File: src/rtl/vga_sync.sv
`default_nettype none
// ============================================================================
// Module   : vga_sync
// Purpose  : 640x480@60 VGA timing generator: pixel-tick divider, h/v position
//            counters and registered hsync/vsync/video_on. Optional frame
//            start strobe and frame counter when VGA_FRAME_CNT_EN is defined.
// Revision : 1.0  initial release
// ============================================================================
module vga_sync #(
    parameter int H_DISPLAY = 640,
    parameter int H_FRONT   = 16,
    parameter int H_SYNC    = 96,
    parameter int H_BACK    = 48,
    parameter int V_DISPLAY = 480,
    parameter int V_FRONT   = 10,
    parameter int V_SYNC    = 2,
    parameter int V_BACK    = 33,
    parameter int TICK_DIV  = 4
) (
    input  logic       clk,
    input  logic       reset,
    output logic       p_tick,
    output logic [9:0] pixel_x,
    output logic [9:0] pixel_y,
    output logic       hsync,
    output logic       vsync,
    output logic       video_on
`ifdef VGA_FRAME_CNT_EN
    ,
    output logic       frame_start,
    output logic [7:0] frame_cnt
`endif
);

    localparam int H_TOTAL = H_DISPLAY + H_FRONT + H_SYNC + H_BACK;
    localparam int V_TOTAL = V_DISPLAY + V_FRONT + V_SYNC + V_BACK;
    localparam int TW      = $clog2(TICK_DIV);

    localparam logic [TW-1:0] TICK_MAX = TW'(TICK_DIV - 1);
    localparam logic [9:0]    H_MAX    = 10'(H_TOTAL - 1);
    localparam logic [9:0]    V_MAX    = 10'(V_TOTAL - 1);
    localparam logic [9:0]    H_VIS    = 10'(H_DISPLAY);
    localparam logic [9:0]    V_VIS    = 10'(V_DISPLAY);
    localparam logic [9:0]    HS_FIRST = 10'(H_DISPLAY + H_FRONT);
    localparam logic [9:0]    HS_LAST  = 10'(H_DISPLAY + H_FRONT + H_SYNC - 1);
    localparam logic [9:0]    VS_FIRST = 10'(V_DISPLAY + V_FRONT);
    localparam logic [9:0]    VS_LAST  = 10'(V_DISPLAY + V_FRONT + V_SYNC - 1);

    logic [TW-1:0] tick_cnt;
    logic [TW-1:0] tick_nxt;
    logic [9:0]    h_cnt;
    logic [9:0]    v_cnt;
    logic [9:0]    h_nxt;
    logic [9:0]    v_nxt;
    logic          line_end;
    logic          frame_end;

    // p_tick is registered alongside tick_cnt, so it always equals (tick_cnt == TICK_MAX)
    always_comb begin
        tick_nxt  = (tick_cnt == TICK_MAX) ? '0 : tick_cnt + TW'(1);
        line_end  = p_tick && (h_cnt == H_MAX);
        frame_end = line_end && (v_cnt == V_MAX);
        h_nxt     = h_cnt;
        v_nxt     = v_cnt;
        if (p_tick) begin
            h_nxt = line_end ? '0 : h_cnt + 10'd1;
        end
        if (line_end) begin
            v_nxt = (v_cnt == V_MAX) ? '0 : v_cnt + 10'd1;
        end
    end

    // Decoded outputs are computed from the next counter values so they line
    // up with pixel_x/pixel_y in the same cycle without a combinational path.
    always_ff @(posedge clk) begin
        if (reset) begin
            tick_cnt <= '0;
            p_tick   <= 1'b0;
            h_cnt    <= '0;
            v_cnt    <= '0;
            hsync    <= 1'b1;
            vsync    <= 1'b1;
            video_on <= 1'b1;
        end else begin
            tick_cnt <= tick_nxt;
            p_tick   <= (tick_nxt == TICK_MAX);
            h_cnt    <= h_nxt;
            v_cnt    <= v_nxt;
            hsync    <= !((h_nxt >= HS_FIRST) && (h_nxt <= HS_LAST));
            vsync    <= !((v_nxt >= VS_FIRST) && (v_nxt <= VS_LAST));
            video_on <= (h_nxt < H_VIS) && (v_nxt < V_VIS);
        end
    end

    assign pixel_x = h_cnt;
    assign pixel_y = v_cnt;

`ifdef VGA_FRAME_CNT_EN
    // frame_start marks the last tick of the frame; frame_cnt steps as (0,0) is entered
    always_ff @(posedge clk) begin
        if (reset) begin
            frame_start <= 1'b0;
            frame_cnt   <= '0;
        end else begin
            frame_start <= (tick_nxt == TICK_MAX) && (h_nxt == H_MAX) && (v_nxt == V_MAX);
            if (frame_end) begin
                frame_cnt <= frame_cnt + 8'd1;
            end
        end
    end
`endif

endmodule
`default_nettype wire

File: config.mk
export PLATFORM = sky130hd
export DESIGN_NAME = vga_sync
export DESIGN_NICKNAME = d
export VERILOG_FILES = /design/src/rtl/vga_sync.sv
export SDC_FILE = /design/constraint.sdc
export NUM_CORES = 1
export LEC_CHECK = 0
export ABC_AREA = 1
export BUFFER_PORTS_ARGS = -buffer_cell sky130_fd_sc_hd__buf_2
export CORE_ASPECT_RATIO = 0.9
export CORE_MARGIN = 1.5
export CORE_UTILIZATION = 30
export CTS_CLUSTER_SIZE = 16
export DETAILED_ROUTE_END_ITERATION = 10
export PLACE_DENSITY = 0.51
export REMOVE_ABC_BUFFERS = 1
export SYNTH_ARGS = -nofsm -noshare
export SYNTH_HDL_FRONTEND = slang
export SYNTH_SLANG_ARGS = --single-unit
File: constraint.sdc
create_clock -name clk -period 1.7 [get_ports clk]
set_input_delay 0 -clock clk [delete_from_list [all_inputs] [get_ports clk]]
set_output_delay 0 -clock clk [all_outputs]
set_load 0.005 [all_outputs]
* After elaboration in Yosys (flattened, before gate mapping) *
Index checks and enable logic that the tools add are counted.

storage, ports and cells
  bits in registers = 26

operators by class
  add/sub/neg operators = 3
  $lt $le $gt $ge = 6
  equality and inequality tests = 4
  muxes and demuxes = 5
  reductions and logical operators = 6

operators by type and width
  operator                                                          count
  2-to-1 mux 10 bit                                                 4
  adder 10 x 1 -> 10 bit (second input constant)                    2
  equality test 10 bit (second input constant)                      2
  >= comparator 10 bit (second input constant)                      1
  >= comparator 10 x 9 -> 1 bit (second input constant)             1
  less-or-equal comparator 10 bit (second input constant)           1
  less-or-equal comparator 10 x 9 -> 1 bit (second input constant)  1
  less-than comparator 10 bit (second input constant)               1
  less-than comparator 10 x 9 -> 1 bit (second input constant)      1
  equality test 2 bit (second input constant)                       2
  logical AND 1 bit                                                 4
  adder 2 x 1 -> 2 bit (second input constant)                      1
  zero test 1 bit                                                   2
  2-to-1 mux 2 bit                                                  1

* Logic depth before layout (Yosys ltp) *
Gate-level depths: netlist of the first run.

  word-level depth = 7
  depth in mapped cells = 12
  depth with buffers taken out = 12

* Worst setup path after synthesis of the first run *
Ideal clock, no wire load.

  path kind = flip-flop to flip-flop
  start = register h_cnt[0] (netlist: pixel_x[0])
  end = register video_on
  data arrival time = 1.435 ns
  required time = 1.582 ns
  setup slack = 0.148 ns
  cell stages (with the launch flop) = 13
  buffers on the path = 0
  path through = dfxtp_1 > ha_1 > nand3_2 > nor2_4 > nand2_4 > inv_6 > nand3_2 > nand2_1 > nand2_1 > nor2_1 > nand2_1 > nand3_1 > nand2_1

between the ends
  longest elaborated chain between the ends = 6

ends and longest elaborated chain
  item                                                                            line  source
  start: declaration                                                              51    logic [9:0] h_cnt;
  start signal: assignment                                                        87    h_cnt <= h_nxt;
  parallel branches: the longest is 5 deep, another holds adder 10 x 1 -> 10 bit  --
  logical AND 1 bit *                                                             91    video_on <= (h_nxt < H_VIS) && (v_nxt < V_VIS);
  end signal: assignment                                                          91
  end: declaration                                                                27    output logic video_on

Mark *: on every way between the ends.
A chain may end at the register's enable or synchronous reset.

* Worst setup path after layout of the first run *
  start = register v_cnt[1] (netlist: pixel_y[1])
  end = register video_on

between the ends
  longest elaborated chain between the ends = 5

ends and longest elaborated chain
  item                                                            line  source
  start: declaration                                              52    logic [9:0] v_cnt;
  start signal: assignment                                        88    v_cnt <= v_nxt;
  adder 10 x 1 -> 10 bit or equality test 10 bit (tied branches)  69    v_nxt = (v_cnt == V_MAX) ? '0 : v_cnt + 10'd1;
  2-to-1 mux 10 bit                                               69
  2-to-1 mux 10 bit *                                             68    if (line_end) begin
  less-than comparator 10 x 9 -> 1 bit *                          91
  logical AND 1 bit *                                             91

Every way passes the cells marked *; elsewhere a longest branch is shown, timed or not.

==> summary.md, run 1 <==
| Metric | Value |
|---|---|
| Tcrit/Tclk final | 92.4% |
| 1st-iter DRT viols | 109 |
| EDFF count, synth | 0 |
| # DRC | 0 |
| Post-synth top flop | dfxtp_1 |
| Yosys warns | 0 |
| Antenna diodes | 0 |
| Fin area | 1930 sq um |
| Worst hold-check path type | in -> reg |
| Reg clk slew, reported paths | 0.09 ns |
| Worst-path fanout max | 4 |
| Critical Path Source Type | flop |
| Setup CP Type | reg -> reg |
| DP Area | 1740 sq um |
| Initial Util | 31.9% |
| Syn Inst Count | 218 |
| Syn Area/Cell | 6.66 sq um |
| CTS Root Cell | clkbuf_8 |
| Initial antenna violation count | 0 |
| Total CTS buffers | 3 |
| Power per cell area | 525 nW/um^2 |
| Top cells by area, synth | dfxtp_1 36%, nand2_1 13%, nor2_1 11%, inv_1 8.0%, nand3_1 6.6% |
| Pin count of the biggest net entering global routing | 18 |
| Initial DRT Pass Iterations | 4 |
| Mux cell area share after synthesis | 0% |
| Vias/cell | 4.51 |
| Fmax | 637 MHz |
| FFs w/ async S/R, synth | 0% |
| Die Footprint | 5260 sq um |
| Final RePlAce weighted congestion | 0.888 |
| Rows | 23 |
| Hold depth | 3 |
| Compound-Gate Fraction of Synth Area | 8.10% |
| Simple-gate share of the synthesized area | 40.2% |
| Tot Pwr | 1.01 mW |
| Post-Synth Adder-Cell Area | under 10% |
| Layout cell share with drive strength beyond 1 | between 30% and 40% |
| First-pass GRT wire length | a little over 6 mm |
| Die height | roughly 70 um |
| Htree depth | 1 |
| Most frequent cell after synthesis | nand2_1 |
| Shortest period the worst path allows | approximately 1.6 ns |
| Max VDD drop | 0.492 mV |
| Crit path arrival time | approximately 1.8 ns |
| R2R depth | 12 |
| DRT antenna net count | 0 |
| Synth Area in XOR/XNOR | 2.41% |
| Relative slew slack | 74.8% |
| Seq/Total Area, Yosys | 35.9% |
| Top cell type's share of synthesized area | 35.9% |
| Worst-Margin Slew | 0.374 ns |
| Post-Route Skew | about 0.0083 ns |
| Global route overflow | 0 |
| Worst Setup End Kind | flop |
| Hold Fails Final Rpt | 0 |
| Final Max Slew Viols | 0 |
| FF+latch count, synth | 26 |
| Highest-delay cell along the critical path | dfxtp_4 |
| Total GRT Usage | approximately 15% |
| Area grow syn2layout | 33.3% |
| Port bufs | 25 |
| Avg WL per Cell | 12.2 um |
| Worst path required time | around 1.9 ns |
| Post-DP HPWL | 2.95 mm |
| Core ar. | 4550 sq um |
| Status | complete, no violations |
| Commonest cells post-synth | 52 x nand2_1, 41 x nor2_1, 31 x inv_1, 26 x dfxtp_1, 19 x nand3_1 |
| Clk sinks | 26 |
| Final setup vio count | 0 |
| Vias | 1,474 |
| Nets | 274 |
| Mapped Area | 1450 sq um |
| Setup TNS | 0 ns |
| Final wirelength | about 4.0 mm |
| Cell chain of the critical path | inv_1 -> ha_2 -> nand2_1 -> nor2_2 -> nand4_1 -> nand2_1 -> nand2_1 -> nand3_1 -> nor2_1 -> nand2_1 -> nand3_1 -> nand2_1 |
| Leakage | just over 0.9 nW |
| Crit-path max cell delay | between 0.3 and 0.4 ns |
| Clk_lat worst skew | 0.27 ns |
| TritonCTS clock tree | done |
| Vias in the first global route | 1,287 |
| Largest family of logic cells by synthesized area | simple AND/OR/NAND/NOR gates |
| Max clock buf depth | 2 |
| Area leader, netlist | dfxtp_1 |
| Unique masters post-synth | 25 |
| # IOs | 26 |
| Max-Cap Viols | 0 |
| Most frequent CP cell | nand2_1 |
| Die Width | approximately 76 um |
==> layout make-up <==
type	instances	area, sq um
fillers	508	2610
inverters	32	125
flip-flops and latches	26	534
well taps	62	77.6
repair buffers	46	283
clock buffers	3	41.3
multi-input cells	158	873
==> metrics by stage <==
stage	util [%]	worst slack, ns	hold WS (ns)	instances
6_report	42.5	0.130	0.0673	327
3_3_place_gp	38.4	-0.00299	0.359	316
3_5_place_dp	38.4	-0.0119	0.358	316
2_1_floorplan	-	0.148	0.0667	216
5_1_grt	42.5	-0.0160	0.108	327
4_1_cts	39.4	0.0195	0.0635	319
==> cells by family (layout without fill, tap and decap cells) <==
| family | Yosys count | after routing |
|---|---|---|
| DFF | 26 | 26 |
| xor gates and xnor gates | 4 | 4 |
| and+or+nand+nor | 129 | 129 |
| adders and majority gates | 5 | 5 |
| buffers and inverters | 34 | 81 |
| AOI/OAI and AO/OA | 20 | 20 |
==> cell usage in the layout (no fill, tap or decap) <==
master	n
a211oi_1	1
a21oi_1	6
buf_2	25
buf_4	21
clkbuf_8	3
dfxtp_1	19
dfxtp_2	5
dfxtp_4	2
ha_1	3
ha_2	1
ha_4	1
inv_1	31
inv_6	1
nand2_1	51
nand2_2	1
nand2_4	1
nand3_1	16
nand3_2	4
nand3_4	1
nand4_1	6
nor2_1	36
nor2_2	5
nor2_4	5
nor3_1	1
nor3_4	1
nor3b_1	1
o211ai_1	1
o21ai_0	6
o21ai_1	3
o21ai_2	1
o21bai_1	1
o21bai_2	1
xor2_1	3
xor2_2	1
==> worst paths after layout <==
path                from  slack, ns     endpoint
min reg2reg  tick_cnt[0]       0.45  tick_cnt[0]
max reg2reg   pixel_y[1]       0.13     video_on
min                reset       0.07     video_on
max           pixel_y[1]       0.13     video_on
==> routing by layer <==
metal	routed length (um)	track usage (%)
met5	0	0
met4	27	3.47
met3	173	3.55
met2	1680	23.9
met1	2100	21.3
==> sequential cells by signal (all words and copies together), names as in the netlist <==
name,flops
pixel_x,10
pixel_y,10
tick_cnt,2
hsync,1
p_tick,1
video_on,1
vsync,1
==> where the power goes <==
group          total [mW]  switching, mW  internal, mW
clock network       0.346          0.187         0.159
logic              0.0452         0.0273        0.0179
registers           0.624        0.00837         0.615
total                1.01          0.222         0.792
==> worst max-delay path: cells and delay by family (launching register included) <==
family / cells / cell delay [ns]
adders and majority gates: 1 / 0.18
and+or+nand+nor: 10 / 0.88
DFF: 1 / 0.36
buffers and inverters: 1 / 0.09
==> what timing repair did <==
item / 4_1_cts / 5_1_grt
endpoints found under the setup margin: 2 / 3
resized for setup: 1 / 27
gates cloned: 0 / 0
hold buffers: 0 / 0
pin swaps: 0 / 11
buffers inserted: 0 / 8
endpoints found under the hold margin: 0 / 0
Power figures use the tool's default switching activity.
==> run 2, diff against run 1 <==
CELL_PAD_IN_SITES_DETAIL_PLACEMENT = 0   (was not set)
CELL_PAD_IN_SITES_GLOBAL_PLACEMENT = 1   (was not set)
CORE_UTILIZATION = 38   (was 30)
PLACE_DENSITY = not set   (was 0.51)
PLACE_DENSITY_LB_ADDON = 0.05   (was not set)
==> run 2 against run 1 <==
Compared with the run above:
- sequential cell count unchanged
- register-to-register slack got worse by 0.05 ns
- fmax is 2.9% lower
- power up 0.58%
- final cell count down 6.4%
==> summary.md, run 2 (synthesis gave the netlist of run 1 again) <==
| Metric | Value |
|---|---|
| Clk_lat worst skew | about 0.27 ns |
| Worst Setup End Kind | flop |
| Die height | 61.6 um |
| Critical Path Source Type | flop |
| # hold bufs at CTS | 0 |
| Worst-path fanout max | 6 |
| Clk sinks | 26 |
| Final core occ | 50.3% |
| Pin count of the biggest net entering global routing | 19 |
| RSZ-0062 raised after global routing | true |
| Die Footprint | approximately 4200 sq um |
| Initial antenna violation count | 0 |
| Worst-Margin Slew | 0.368 ns |
| Post-DP HPWL | 2.90 mm |
| Gr busiest metal | met2 |
| Final setup vio count | 0 |
| Final Max Slew Viols | 0 |
| Reg clk slew, reported paths | around 0.09 ns |
| Avg WL per Cell | 12.2 um |
| 1st-iter DRT viols | 66 |
| Hold Fails Final Rpt | 0 |
| Worst path top cell family by delay | simple AND/OR/NAND/NOR gates |
| Status | complete, no violations |
| Leakage | just over 0.9 nW |
| Rows | 21 |
| Final RePlAce weighted congestion | 0.833 |
| Setup CP Type | reg -> reg |
| Commonest cells after routing, fill and taps aside | 50 x nand2_1, 38 x nor2_1, 31 x inv_1 |
| Initial Util | 39.5% |
| M2 GR Usage | between 30% and 40% |
| Die Width | 68.1 um |
| Max VDD drop | 0.509 mV |
| Cell chain of the critical path | ha_4 -> nand3_4 -> nor2_4 -> nand2_4 -> inv_6 -> nand3_2 -> nand2_2 -> nand2_2 -> nor2_1 -> nand2_1 -> nand3_1 -> nand2_1 |
| Initial DRT Pass Iterations | 4 |
| Total GRT Usage | 19.2% |
| Worst hold-check path type | in -> reg |
| Htree depth | 1 |
| Vias/cell | around 4.8 |
| Port bufs | 25 |
| WP buf/inv | 1 |
| Highest-delay cell along the critical path | dfxtp_2 |
| Core ar. | 3680 sq um |
| Layout cell share with drive strength beyond 1 | 27.3% |
| Tcrit/Tclk final | ~95% |
| CTS Root Cell | clkbuf_8 |
| Power per cell area | 551 nW/um^2 |
| Vias | 1,468 |
| Nets | 269 |
| Relative slew slack | 75.4% |
| # DRC | 0 |
| Met3 Use GR | 4.39% |
| Shortest period the worst path allows | 1.62 ns |
| Crit path arrival time | 1.77 ns |
| Post-Route Skew | 0.00357 ns |
| Global route overflow | 0 |
| Max clock buf depth | 2 |
| Fmax | 619 MHz |
| Finished Layout Cells | 306 |
| # IOs | 26 |
| Antenna diodes | 0 |
| Max-Cap Viols | 0 |
| Crit-path max cell delay | around 0.37 ns |
| Grt met1 use | between 20% and 30% |
| Tot Pwr | around 1 mW |
| Total CTS buffers | 3 |
| Placed cell count | 299 |
| Worst path required time | 1.86 ns |
| TritonCTS clock tree | done |
| Final wirelength | 3.75 mm |
| Leading cell type in the layout, fill and taps excluded | nand2_1 |
| Vias in the first global route | between 1,000 and 1,500 |
| Worst hold margin | 0.101 ns |
| Area grow syn2layout | 27.6% |
| DRT antenna net count | 0 |
| First-pass GRT wire length | 5.96 mm |
## run 2: stage by stage
stage	setup slack, ns	cell area, sq um	setup TNS [ns]
floorplan	0.148	1440	0
global placement	0.0473	1720	0
detailed placement	0.00966	1720	0
CTS	0.00575	1760	0
global route	-0.0384	1850	-0.0725
finish	0.0833	1850	0
## run 2: path summary, 6_finish.rpt
kind,from,to,slack [ns],depth (start not counted)
worst min-delay path,reset,tick_cnt[1],0.10,2
worst max register to register,pixel_x[1],video_on,0.08,12
worst max-delay path,pixel_x[1],video_on,0.08,12
worst min register to register,tick_cnt[0],tick_cnt[0],0.46,1
## run 2: area by class of cell
type / count / area (sq um)
Fill cell: 409 / 1830
Multi-Input combinational cell: 158 / 851
Sequential cell: 26 / 532
Timing Repair Buffer: 41 / 245
Inverter: 32 / 125
Tap cell: 46 / 57.6
Clock buffer: 3 / 41.3
## run 2: where the power goes
group / switching, mW / internal (mW) / total (mW)
clock network: 0.192 / 0.159 / 0.351
registers: 0.00822 / 0.617 / 0.625
logic: 0.0263 / 0.0179 / 0.0442
total: 0.227 / 0.794 / 1.02
## run 2: timing repair
| action | CTS | global route |
|---|---|---|
| hold endpoints to repair | 0 | 0 |
| setup endpoints to repair | 1 | 4 |
| gates cloned | 0 | 0 |
| buffers inserted | 0 | 4 |
| resized for setup | 1 | 20 |
| pin swaps | 0 | 7 |
## run 2: routing by layer
layer | routed length [um] | share of wire (%)
met1 | 1920 | 51
met2 | 1650 | 44
met3 | 154 | 4.1
met4 | 20 | 0.53
met5 | 0 | 0
==> run 3, diff against run 2 <==
CORE_MARGIN = 1   (was 1.5)
CORE_UTILIZATION = 41   (was 38)
clock period = 1.94 ns   (was 1.7 ns; I/O delays follow)
==> run 3 against run 2 <==
Compared with the run above:
- clock skew shrank 0.0012 ns
- utilization up 0.22 points
- critical path depth decreased by 2
- final cell count decreased by 4.9%
- global-route usage is 2.1 points higher
- fmax down 8.5%
- via count decreased by 1.9%
- setup slack better by 0.090 ns
- first-iteration DRC count grew 74%
- worst hold slack better by 0.019 ns
==> summary.md, run 3 (synthesis gave the netlist of run 1 again) <==
| Metric | Value |
|---|---|
| RSZ-0062 raised after global routing | false |
| Clock power share | roughly 38% |
| Vias in the first global route | 1,329 |
| First-pass GRT wire length | 6.19 mm |
| Vias/cell | 4.95 |
| Status | complete, no violations |
| Comb pwr share | ~3.3% |
| Tcrit/Tclk final | 91.1% |
| Layout cell share with drive strength beyond 1 | approximately 19% |
| Highest-delay cell along the critical path | dfxtp_2 |
| Initial DRT Pass Iterations | 4 |
| Leading cell type in the layout, fill and taps excluded | nand2_1 |
| Sequential share of power | 58.9% |
| Crit-path max cell delay | 0.36 ns |
| Hold Fails Final Rpt | 0 |
| Shortest period the worst path allows | ~1.8 ns |
| Worst path top cell family by delay | simple AND/OR/NAND/NOR gates |
| CTS Root Cell | clkbuf_8 |
| Clk_lat worst skew | 0.27 ns |
| Power per cell area | 546 nW/um^2 |
| Die height | slightly below 60 um |
| Avg WL per Cell | 12.4 um |
| Final wirelength | 3.60 mm |
| Switch share | 21.3% |
| Sw Pwr | 198 uW |
| Total GRT Usage | a little over a fifth |
| Reg clk slew, reported paths | 0.09 ns |
| Grt met1 use | 29.2% |
| Port bufs | 25 |
| Worst Setup End Kind | flop |
| # DRC | 0 |
| Final RePlAce weighted congestion | 0.912 |
| Crit path arrival time | slightly below 2 ns |
| Nets | 255 |
| Max clock buf depth | 2 |
| Tot Pwr | 932 uW |
| Pin count of the biggest net entering global routing | 19 |
| Die Footprint | 3780 sq um |
| 1st-iter DRT viols | 115 |
| WP buf/inv | 1 |
| Commonest cells after routing, fill and taps aside | 52 x nand2_1, 40 x nor2_1, 31 x inv_1 |
| Met3 Use GR | 5.23% |
| Int Pwr | roughly 730 uW |
| Htree depth | 1 |
| DRT antenna net count | 0 |
| Final core occ | 50.6% |
| Worst-path fanout max | 9 |
| Relative slew slack | 74.7% |
| Worst-Margin Slew | 0.379 ns |
| Global route overflow | 0 |
| Max VDD drop | 0.365 mV |
| Leakage | about 0.85 nW |
| Final Max Slew Viols | 0 |
| M2 GR Usage | between 30% and 40% |
| Worst path required time | 2.11 ns |
| Initial Util | 43.0% |
| Die Width | 64.7 um |
| Setup TNS | 0 ns |
| Max-Cap Viols | 0 |
| Post-Route Skew | 0.00234 ns |
| Area grow syn2layout | 17.7% |
| Critical Path Source Type | flop |
| # IOs | 26 |
| Vias | ~1,400 |
| Total CTS buffers | 3 |
| Post-DP HPWL | 2.77 mm |
| Worst hold-check path type | in -> reg |
| Final setup vio count | 0 |
| Cell chain of the critical path | ha_2 -> nand3_2 -> nor2_4 -> nand2_4 -> inv_6 -> nand2_1 -> nand3_1 -> nand3_1 -> nor2_1 -> nand2_1 |
| Gr busiest metal | met2 |
| TritonCTS clock tree | done |
| Antenna diodes | 0 |
| Initial antenna violation count | 0 |
| Clk sinks | 26 |
| Setup CP Type | reg -> reg |
| Fmax | 566 MHz |
| Rows | 20 |
| Core ar. | 3380 sq um |
## run 3: changes by cell type in the layout (fill, tap and decap cells not counted), sizes merged
cell    before  now
buf         41   27
clkbuf       3    4
## run 3: final cells by class
class                           instances  area (sq um)
Clock buffer                            4          55.1
Sequential cell                        26           524
Multi-Input combinational cell        158           808
Timing Repair Buffer                   27           140
Inverter                               32           125
Tap cell                               44          55.1
Fill cell                             375          1670
## run 3: worst paths after layout
| path | from | to | slack (ns) | cells after the start |
|---|---|---|---|---|
| worst max register to register | pixel_x[0] | vsync | 0.17 | 10 |
| worst min-delay path | reset | pixel_y[9] | 0.12 | 2 |
| worst max-delay path | pixel_x[0] | vsync | 0.17 | 10 |
| worst min register to register | tick_cnt[0] | tick_cnt[0] | 0.46 | 1 |
## run 3: power groups by stage
stage,Sequential (mW),Clock (mW),Combinational [mW]
4_1_cts,0.549,0.368,0.0307
3_5_place_dp,0.562,0,0.0303
5_1_grt,0.551,0.383,0.0356
2_1_floorplan,0.561,0,0.0163
3_3_place_gp,0.561,0,0.0301
6_report,0.549,0.352,0.0303
## run 3: worst register-to-register path, delay by kind of cell (launching register included)
family | cells | cell delay, ns
adders and majority gates | 1 | 0.20
and+or+nand+nor | 8 | 0.99
buffers and inverters | 1 | 0.12
DFF | 1 | 0.36
## run 3: repair_timing
action	4_1_cts	5_1_grt
setup endpoints to repair	0	2
hold buffers	0	0
setup buffers	0	2
resized for setup	0	6
## run 3: through the flow
step	hold slack [ns]	setup WS (ns)	cells	instance area (sq um)
2_1_floorplan	0.0667	0.388	216	1440
3_3_place_gp	0.376	0.189	285	1620
3_5_place_dp	0.376	0.159	285	1620
4_1_cts	0.115	0.130	289	1680
5_1_grt	0.121	0.0164	291	1710
6_report	0.120	0.173	291	1710
## run 3: routing by layer
metal | wire, um | share of wire, %
met1 | 1820 | 50
met2 | 1510 | 42
met3 | 241 | 6.7
met4 | 23 | 0.64
met5 | 0 | 0
